<file path="src/rtl/serial_sub8.sv">
// Bit-serial subtractor: Diff = A - B - Bin (mod 2^WIDTH), one bit per clock, LSB first.
// Optional feature macro: SERIAL_SUB8_OVF_EN adds the registered two's-complement overflow output Ovf.
module serial_sub8 #(
  parameter int unsigned WIDTH = 8
) (
  input  logic             clk,
  input  logic             rst,
  input  logic             start,
  input  logic [WIDTH-1:0] A,
  input  logic [WIDTH-1:0] B,
  input  logic             Bin,
  output logic [WIDTH-1:0] Diff,
  output logic             Bout,
  output logic             busy,
`ifdef SERIAL_SUB8_OVF_EN
  output logic             Ovf,
`endif
  output logic             done
);

  localparam int unsigned CW = (WIDTH > 1) ? $clog2(WIDTH) : 1;

  typedef enum logic [1:0] {
    IDLE = 2'd0,
    RUN  = 2'd1,
    DONE = 2'd2
  } state_t;

  state_t           r_state;
  state_t           w_state_nxt;
  logic [WIDTH-1:0] r_a;
  logic [WIDTH-1:0] r_b;
  logic             r_br;
  logic [CW-1:0]    r_cnt;
  logic [WIDTH-1:0] r_res;
  logic [WIDTH-1:0] r_diff;
  logic             r_bout;
  logic             r_busy;
  logic             r_done;
`ifdef SERIAL_SUB8_OVF_EN
  logic             r_a_msb;
  logic             r_b_msb;
  logic             r_ovf;
`endif

  logic             w_a_bit;
  logic             w_b_bit;
  logic             w_d;
  logic             w_br_nxt;
  logic             w_last;
  logic [WIDTH-1:0] w_res_nxt;

  // One-bit full-subtractor slice on the current LSBs of the operand shift registers
  assign w_a_bit   = r_a[0];
  assign w_b_bit   = r_b[0];
  assign w_d       = w_a_bit ^ w_b_bit ^ r_br;
  assign w_br_nxt  = (~w_a_bit & w_b_bit) | (~(w_a_bit ^ w_b_bit) & r_br);
  assign w_last    = (r_cnt == CW'(WIDTH - 1));
  assign w_res_nxt = (r_res >> 1) | {w_d, {(WIDTH-1){1'b0}}};

  // State register
  always_ff @(posedge clk) begin
    if (rst) r_state <= IDLE;
    else     r_state <= w_state_nxt;
  end

  // Next-state logic
  always_comb begin
    w_state_nxt = r_state;
    case (r_state)
      IDLE:    if (start) w_state_nxt = RUN;
      RUN:     if (w_last) w_state_nxt = DONE;
      DONE:    w_state_nxt = IDLE;
      default: w_state_nxt = IDLE;
    endcase
  end

  // Status flags registered from the next state so they line up with r_state
  always_ff @(posedge clk) begin
    if (rst) begin
      r_busy <= 1'b0;
      r_done <= 1'b0;
    end else begin
      r_busy <= (w_state_nxt != IDLE);
      r_done <= (w_state_nxt == DONE);
    end
  end

  // Operand capture, serial shift and result commit
  always_ff @(posedge clk) begin
    if (rst) begin
      r_a    <= '0;
      r_b    <= '0;
      r_br   <= 1'b0;
      r_cnt  <= '0;
      r_res  <= '0;
      r_diff <= '0;
      r_bout <= 1'b0;
`ifdef SERIAL_SUB8_OVF_EN
      r_a_msb <= 1'b0;
      r_b_msb <= 1'b0;
      r_ovf   <= 1'b0;
`endif
    end else begin
      case (r_state)
        IDLE: begin
          if (start) begin
            r_a   <= A;
            r_b   <= B;
            r_br  <= Bin;
            r_cnt <= '0;
            r_res <= '0;
`ifdef SERIAL_SUB8_OVF_EN
            r_a_msb <= A[WIDTH-1];
            r_b_msb <= B[WIDTH-1];
`endif
          end
        end
        RUN: begin
          r_a   <= r_a >> 1;
          r_b   <= r_b >> 1;
          r_br  <= w_br_nxt;
          r_res <= w_res_nxt;
          r_cnt <= r_cnt + CW'(1);
          if (w_last) begin
            r_diff <= w_res_nxt;
            r_bout <= w_br_nxt;
`ifdef SERIAL_SUB8_OVF_EN
            // w_d is the MSB of the final difference
            r_ovf  <= (r_a_msb != r_b_msb) && (w_d != r_a_msb);
`endif
          end
        end
        default: ;
      endcase
    end
  end

  assign Diff = r_diff;
  assign Bout = r_bout;
  assign busy = r_busy;
  assign done = r_done;
`ifdef SERIAL_SUB8_OVF_EN
  assign Ovf  = r_ovf;
`endif

endmodule

</file>
<file path="config.mk">
export PLATFORM = sky130hd
export DESIGN_NAME = serial_sub8
export DESIGN_NICKNAME = d
export VERILOG_FILES = /design/src/rtl/serial_sub8.sv
export SDC_FILE = /design/constraint.sdc
export NUM_CORES = 1
export LEC_CHECK = 0
export BUFFER_PORTS_ARGS = -buffer_cell sky130_fd_sc_hd__buf_2
export CAP_MARGIN = 40
export CORE_ASPECT_RATIO = 1.4
export CORE_MARGIN = 2
export CORE_UTILIZATION = 40
export DETAILED_ROUTE_END_ITERATION = 10
export PLACE_DENSITY = 0.58
export SYNTH_ARGS = -nofsm -noshare
export SYNTH_HDL_FRONTEND = slang
export SYNTH_SLANG_ARGS = --single-unit
</file>
<file path="constraint.sdc">
create_clock -name clk -period 1.4 [get_ports clk]
set_input_delay 0.28 -clock clk [delete_from_list [all_inputs] [get_ports clk]]
set_output_delay 0.28 -clock clk [all_outputs]
set_load 0.01 [all_outputs]
</file>
==> run metrics, run 1 <==
Initial DRT Pass Iterations 4; CP Capture Type register; port bufs 30; slew of the pin with the lowest slew margin between 0.3 and 0.4 ns; Comb pwr share 11.8%; detail-routed via count per cell 5.28; Post-DP HPWL approximately 2.3 mm; post-synth net total 193; die height 79.0 um; most common cell after layout, fill and taps aside dfxtp_1; Clk pin slew, worst setup/hold paths 0.07 ns; clk buf depth 2; first-pass GRT wire length 5.35 mm; final WL 3.23 mm; Mapped Cells 170; layout cells sized above 1 about a quarter; final core occ about half; Power Total about 2.2 mW; Clock Sinks 40; synthesized cell area ~1600 um2; leading cell types in the layout, fill and taps excluded dfxtp_1 (38), buf_2 (30), nor2_1 (28), mux2i_1 (14), a211oi_1 (13); RSZ-0062 raised after global routing false; Setup TNS 0 ns; via count approximately 1300; largest cells by area after synthesis dfxtp_1 (50%), mux2i_1 (8.7%), nor2_1 (6.5%), a211oi_1 (6.1%), a22oi_1 (5.1%); TritonCTS clock tree yes; # DRC 0; area grow syn2layout 18.1%; switching part of the total 24.3%; setup clock skew after layout about 0.0038 ns; pin count of the biggest net entering global routing 41; Nets 225; Arrival @ worst endpoint 1.54 ns; ant diodes 0; Routability Congestion 0.682; hold crit path type primary input to register; Synth Flop Type dfxtp_1; final-report hold violation count 0; Routed Antenna Nets 0; post-CTS setup repair buffer count 0; Root Driver clkbuf_8; worst hold margin 0.234 ns; slew margin rel. 73.3%; Yosys cell types 26; die footprint 4540 um2; post-synth top area share between 40% and 50%; Overflow after GRT 0; CTS buffer count 5; P per Cell Area 1160 nW/um2; number of max-cap violations 0; Slew Limit Fails 0; post-synthesis register bit count 40; Synth area leader dfxtp_1; run status finished clean; startpoint types register; DRT iter0 DRCs 45; Seq pwr share 56.1%; Worst EP required approximately 1.6 ns; FP Rows 27; average size of a mapped cell 9.44 um2; starting density of the core 41.3%; Hold Buf Count CTS 0; Setup Viol. Count Final 0; Tot GR Track Use 15.1%; post-DR wirelength/cell roughly 13 um; Die Width 57.5 um; H-tree depth 2; Achievable Freq 0.744 GHz; io pins 31; Net Sw Power 0.533 mW; Post-synth EDFFs 0; initial antenna violation count 0; worst setup path category register to register; vias in the first global route 1262; Cell Int Power 1.66 mW; Post-synth ARST share 0%; sequential fraction of the synthesis area between 40% and 50%; Tmin final 1.34 ns; Tcrit/Tclk final 96.0%; Lkg Pwr 0.812 nW; Clock Power Share between 30% and 40%; CTS resizes 0; core box area 3880 um2; Warnings, synthesis 0; worst skew pair latency 0.29 ns; VDD IR max 712 uV; crit path max fanout 11
## worst max-delay path, stage by stage, from the launching register on
cell     delay (ns)
dfxtp_1        0.33
ha_1           0.20
ha_1           0.22
buf_4          0.18
o21ai_0        0.13
nor3b_1        0.19
## flip-flops by register name (all words and copies together) (netlist names)
signal / count
done: 1
r_cnt: 3
busy: 1
r_a: 8
r_b: 8
Diff: 8
r_res: 7
Bout: 1
r_br: 1
r_state: 2
## stage by stage
step	setup slack, ns	area (um2)	instances
2_1_floorplan	0.102	1610	170
3_3_place_gp	0.134	1810	237
3_5_place_dp	0.0420	1810	237
4_1_cts	0.0245	1890	244
5_1_grt	0.00222	1900	245
6_report	0.0563	1900	245
## final cells by class
type                            count  area (um2)
Inverter                            5        18.8
Timing Repair Buffer               39         243
Multi-Input combinational cell    111         699
Tap cell                           43        53.8
Clock buffer                        6        72.6
Sequential cell                    40         803
Clock inverter                      1        5.00
Fill cell                         388        1990
## cells by family after synthesis
kind of cell	after synthesis	share of synthesized area, %
DFF	40	49.9
AOI/OAI and AO/OA	40	17.1
muxes	14	8.73
and+or+nand+nor	53	14.4
adders and majority gates	3	2.81
buffers and inverters	20	7.01
## synth_stat cells (3+ instances only)
cell       n
a22oi_1   11
nand2b_1   3
mux2i_1   14
inv_1      5
nand2_1    9
dfxtp_1   40
clkbuf_1   6
buf_2      5
a21oi_1    9
a211oi_1  13
nand3_1    8
nor2_1    28
## power by group through the flow
stage | sequential [mW] | clock (mW) | combinational, mW
floorplan | 1.24 | 0 | 0.187
global placement | 1.25 | 0 | 0.255
detailed placement | 1.26 | 0 | 0.263
CTS | 1.23 | 0.726 | 0.264
global route | 1.24 | 0.759 | 0.293
finish | 1.23 | 0.702 | 0.259
## path summary, 6_finish.rpt
check	start	end	slack (ns)	cells after the start
max	r_cnt[0]	r_state[0]	0.06	5
min	B[7]	r_b[7]	0.23	3
max reg2reg	r_cnt[0]	r_state[0]	0.06	5
min reg2reg	Diff[0]	Diff[0]	0.45	2
## metal layers
metal	part of all wire, %	global-route usage (%)	up-vias
li1	-	-	658
met1	42	15.1	602
met2	52	28.5	28
met3	4.4	3.91	6
met4	1.7	6.28	0
met5	0	0	-
(Power assumes the default switching activity.)
==> inputs of run 2 (changes only) <==
Clock period 1.4 ns to 1.3 ns, I/O delays scaled along.
==> run 2 against run 1 <==
First-iteration DRC count fell by 53%. Cell area increased by 9.6%. Power increased by 20%. Flip-flop and latch count stayed put. Non-clock buffer count increased by 6. Critical endpoint is now Diff[7].
==> run metrics, run 2 (synthesis results as in run 1) <==
Overflow after GRT 0 (unchanged); H-tree depth 2 (unchanged); port bufs 30 (unchanged); vias in the first global route 1222 (was 1262); Lkg Pwr 0.878 nW (was 0.812 nW); Clk pin slew, worst setup/hold paths 0.08 ns (was 0.07 ns); Slew Limit Fails 0 (unchanged); Tcrit/Tclk final 97.4% (was 96.0%); pin count of the biggest net entering global routing 33 (was 41); CP Capture Type register (unchanged); Arrival @ worst endpoint 1.50 ns (was 1.54 ns); VDD IR max 1040 uV (was 712 uV); TritonCTS clock tree yes (unchanged); Tmin final 1.27 ns (was 1.34 ns); io pins 31 (unchanged); Initial DRT Pass Iterations 4 (unchanged); worst skew pair latency 0.29 ns (about the same); via count 1301 (was 1294); final cell count without fillers 251 (was 245); most common cell after layout, fill and taps aside dfxtp_1 (unchanged); final WL 3.41 mm (was 3.23 mm); final setup margin 0.0339 ns (was 0.0563 ns); sequential cell area 807 um2 (was 803 um2); Die Width 57.5 um (unchanged); Achievable Freq 0.790 GHz (was 0.744 GHz); run status finished clean (unchanged); Routed Antenna Nets 0 (unchanged); slew margin rel. 77.8% (was 73.3%); die footprint 4540 um2 (unchanged); slew of the pin with the lowest slew margin 0.332 ns (was 0.400 ns); RSZ-0062 raised after global routing true (was false); core box area 3880 um2 (unchanged); FP Rows 27 (unchanged); post-DR wirelength/cell 13.6 um (was 13.2 um); Most Crowded Layer GR met2 (unchanged); Nets 230 (was 225); area of the multi-input gates 756 um2 (was 699 um2); worst setup path category register to register (unchanged); detail-routed via count per cell 5.18 (was 5.28); layout cells sized above 1 33.7% (was 23.3%); # DRC 0 (unchanged); Inst Count DP 239 (was 237); Worst EP required 1.53 ns (was 1.60 ns); setup clock skew after layout 0.00581 ns (was 0.00384 ns); startpoint types register (unchanged); Post-DP HPWL 2.32 mm (was 2.34 mm); first-pass GRT wire length 5.40 mm (was 5.35 mm); Tot GR Track Use 15.4% (was 15.1%); pre-CTS setup slack 0.0144 ns (was 0.0420 ns); P per Cell Area 1270 nW/um2 (was 1160 nW/um2); DRT iter0 DRCs 21 (was 45); clk buf depth 2 (unchanged); # fillers 372 (was 388); ant diodes 0 (unchanged); Setup Viol. Count Final 0 (unchanged); leading cell types in the layout, fill and taps excluded dfxtp_1 (35), buf_2 (30), nor2_1 (28), mux2i_1 (14), a211oi_1 (13) (was dfxtp_1 (38), buf_2 (30), nor2_1 (28), mux2i_1 (14), a211oi_1 (13)); die height 79.0 um (unchanged); starting density of the core 41.3% (unchanged); Hold Buf Count CTS 0 (unchanged); met3 usage 3.26% (was 3.91%); Setup TNS 0 ns (unchanged); number of max-cap violations 0 (unchanged); hold crit path type primary input to register (unchanged); Clock Sinks 40 (unchanged); met1 usage 16.9% (was 15.1%); initial antenna violation count 0 (unchanged); Root Driver clkbuf_8 (unchanged); CTS buffer count 5 (unchanged); final-report hold violation count 0 (unchanged); area grow syn2layout 29.4% (was 18.1%); M2 GR Usage 27.4% (was 28.5%); crit path max fanout 5 (was 11); Routability Congestion 0.758 (was 0.682)
run 2: changes by cell type in the layout (fill, tap and decap cells not counted), moves of 2 or more:
| cell | previous run | this run |
|---|---|---|
| nand2_2 | 0 | 4 |
| dfxtp_1 | 38 | 35 |
| nand2_1 | 9 | 5 |
| ha_1 | 2 | 0 |
| buf_4 | 7 | 9 |
| ha_4 | 0 | 2 |
| a21oi_2 | 0 | 3 |
| dfxtp_2 | 2 | 5 |
| a21oi_1 | 9 | 6 |
| buf_12 | 2 | 4 |
run 2: final cells by class:
type | instances | share of cell area [%]
sequential | 40 | 38.9
multi-input combinational | 110 | 36.4
timing repair buffer | 45 | 16.1
clock buffer | 6 | 3.49
tap | 43 | 2.59
clock inverter | 2 | 1.69
inverter | 5 | 0.904
run 2: path summary, 6_finish.rpt:
| path | startpoint | endpoint | slack (ns) | cells after the start |
|---|---|---|---|---|
| max | r_cnt[1] | Diff[7] | 0.03 | 6 |
| min | B[7] | r_b[7] | 0.21 | 3 |
| max reg2reg | r_cnt[1] | Diff[7] | 0.03 | 6 |
| min reg2reg | Diff[6] | Diff[6] | 0.45 | 2 |
run 2: report_power, final:
group	internal [mW]	total (mW)	leakage (nW)	switching [mW]
Clock	0.570	0.993	0.0552	0.423
Sequential	1.29	1.32	0.329	0.0370
Combinational	0.154	0.311	0.494	0.157
Total	2.01	2.63	0.878	0.617
run 2: per-layer routing:
layer	wire, um	part of all wire (%)
met1	1430	42
met2	1760	52
met3	165	4.8
met4	54	1.6
met5	0	0
run 2: timing repair:
| action | 4_1_cts | 5_1_grt |
|---|---|---|
| resized for setup | 2 | 20 |
| cloned | 0 | 1 |
| buffers inserted | 0 | 3 |
| pin swaps | 1 | 10 |
| endpoints found under the setup margin | 2 | 30 |
run 2: metrics by stage:
| stage | total power [mW] | hold slack (ns) | area, um2 | util (%) |
|---|---|---|---|---|
| floorplan | 1.54 | 0.408 | 1610 | - |
| global placement | 1.63 | 0.440 | 1850 | 47.6 |
| detailed placement | 1.64 | 0.444 | 1850 | 47.6 |
| CTS | 2.64 | 0.208 | 1960 | 50.5 |
| global route | 2.74 | 0.228 | 2080 | 53.5 |
| finish | 2.63 | 0.208 | 2080 | 53.5 |
run 2: worst max-delay path, stage by stage, from the launching register on:
cell and delay (ns):
dfxtp_2 0.34, ha_4 0.16, ha_4 0.16, nand3b_1 0.19, clkbuf_16 0.19, nand2_1 0.05, a21oi_1 0.11
==> inputs of run 3 (changes only) <==
Settings changed: TNS_END_PERCENT set to 1.
Clock period 1.3 ns to 1.4 ns, I/O delays scaled along.
==> run 3 against run 2 <==
Die area stayed put. Combinational power shrank 17%. Clock skew decreased by 0.0031 ns. Global-route usage is 0.33 points lower. Core utilization decreased by 4.9 points. Worst hold slack improved by 0.026 ns. Sequential power shrank 7%.
==> run metrics, run 3 (synthesis results as in run 1) <==
first-pass GRT wire length 5.35 mm (was 5.40 mm); most common cell after layout, fill and taps aside dfxtp_1 (unchanged); worst skew pair latency 0.29 ns (about the same); Clock Sinks 40 (unchanged); VDD IR max 709 uV (was 1040 uV); Setup crit start r_cnt[0] (was r_cnt[1]); post-CTS setup repair buffer count 0 (unchanged); Tot GR Track Use 15.1% (was 15.4%); pre-CTS setup slack 0.0420 ns (was 0.0144 ns); run status finished clean (unchanged); Overflow after GRT 0 (unchanged); Most Crowded Layer GR met2 (unchanged); area grow syn2layout 17.5% (was 29.4%); Tcrit/Tclk final 98.0% (was 97.4%); ant diodes 0 (unchanged); Lkg Pwr 0.812 nW (was 0.878 nW); final cell count without fillers 244 (was 251); via count 1291 (was 1301); Design Area, Final 1890 um2 (was 2080 um2); Routed Antenna Nets 0 (unchanged); post-DR wirelength/cell 12.9 um (was 13.6 um); Arrival @ worst endpoint 1.59 ns (was 1.50 ns); initial antenna violation count 0 (unchanged); worst setup path category register to register (unchanged); die height 79.0 um (unchanged); Clk pin slew, worst setup/hold paths 0.07 ns (was 0.08 ns); Setup Viol. Count Final 0 (unchanged); slew margin rel. 73.5% (was 77.8%); area post-placement 1810 um2 (was 1850 um2); met3 usage 3.91% (was 3.26%); port bufs 30 (unchanged); Root Driver clkbuf_8 (unchanged); core box area 3880 um2 (unchanged); CP endpoint Diff[5] (was Diff[7]); cell count of the worst reg-to-reg path 5 (was 6); P per Cell Area 1160 nW/um2 (was 1270 nW/um2); pin count of the biggest net entering global routing 41 (was 33); Post-DP HPWL 2.34 mm (was 2.32 mm); Routability Congestion 0.682 (was 0.758); Slew Limit Fails 0 (unchanged); Setup TNS 0 ns (unchanged); Hold Buf Count CTS 0 (unchanged); CTS resizes 0 (was 2); die footprint 4540 um2 (unchanged); M2 GR Usage 28.5% (was 27.4%); vias in the first global route 1262 (was 1222); Worst EP required 1.62 ns (was 1.53 ns); crit path max fanout 10 (was 5); DRT iter0 DRCs 44 (was 21); starting density of the core 41.3% (unchanged); Nets 224 (was 230); worst r2r src r_cnt[0] (was r_cnt[1]); clk buf depth 2 (unchanged); slew of the pin with the lowest slew margin 0.397 ns (was 0.332 ns); hold crit path type primary input to register (unchanged); FP Rows 27 (unchanged); detail-routed via count per cell 5.29 (was 5.18); Power Total 2.19 mW (was 2.63 mW); Achievable Freq 0.729 GHz (was 0.790 GHz); final setup margin 0.0283 ns (was 0.0339 ns); io pins 31 (unchanged); Inst Count DP 237 (was 239); final-report hold violation count 0 (unchanged); CTS buffer count 5 (unchanged); Die Width 57.5 um (unchanged); layout cells sized above 1 22.9% (was 33.7%); RSZ-0062 raised after global routing true (unchanged); final WL 3.15 mm (was 3.41 mm); Initial DRT Pass Iterations 4 (unchanged); worst reg2reg path endpoint Diff[5] (was Diff[7]); Tmin final 1.37 ns (was 1.27 ns); worst reg-to-reg setup slack 0.03 ns (about the same); TritonCTS clock tree yes (unchanged); H-tree depth 2 (unchanged); startpoint types register (unchanged); # DRC 0 (unchanged); CP Capture Type register (unchanged); number of max-cap violations 0 (unchanged); worst hold margin 0.234 ns (was 0.208 ns); met1 usage 15.1% (was 16.9%); leading cell types in the layout, fill and taps excluded dfxtp_1 (39), buf_2 (30), nor2_1 (28), mux2i_1 (14), a211oi_1 (13) (was dfxtp_1 (35), buf_2 (30), nor2_1 (28), mux2i_1 (14), a211oi_1 (13)); final core occ 48.6% (was 53.5%); setup clock skew after layout 0.00267 ns (was 0.00581 ns)
run 3: changes by cell type in the layout (fill, tap and decap cells not counted), moves of 3 or more:
cell | before | now
dfxtp_2 | 5 | 1
nand2_1 | 5 | 9
nand2_2 | 4 | 0
dfxtp_1 | 35 | 39
a21oi_1 | 6 | 9
a21oi_2 | 3 | 0
run 3: worst min path at each step:
stage | from | to | slack (ns) | cells after the start
after floorplan | A[7] | r_a[7] | 0.43 | 2
after global placement | Diff[2] | Diff[2] | 0.44 | 2
after detailed placement | Diff[7] | Diff[7] | 0.45 | 2
after CTS | A[7] | r_a[7] | 0.23 | 3
after global routing | B[7] | r_b[7] | 0.25 | 3
final | B[7] | r_b[7] | 0.23 | 3
run 3: worst max-delay path, stage by stage (launching register included):
cell      delay, ns
dfxtp_1        0.33
ha_1           0.20
ha_1           0.19
nand3b_1       0.30
nand2_1        0.12
a21oi_1        0.16
run 3: metal layers:
| layer | vias up | share of wire (%) |
|---|---|---|
| met5 | - | 0 |
| met4 | 0 | 1.8 |
| met3 | 6 | 4.6 |
| met2 | 30 | 51 |
| met1 | 601 | 42 |
| li1 | 654 | - |
run 3: report_power, final:
part           internal (mW)  total, mW  switching, mW  leakage [nW]
logic                  0.125      0.259          0.134         0.443
registers               1.19       1.23         0.0346         0.328
clock network          0.338      0.703          0.364        0.0410
run 3: area by class of cell:
class / instances / area, um2
clock buffer: 6 / 72.6
clock inverter: 1 / 5.00
fill: 390 / 2000
inverter: 5 / 18.8
multi-input combinational: 110 / 692
sequential: 40 / 802
tap: 43 / 53.8
timing repair buffer: 39 / 243
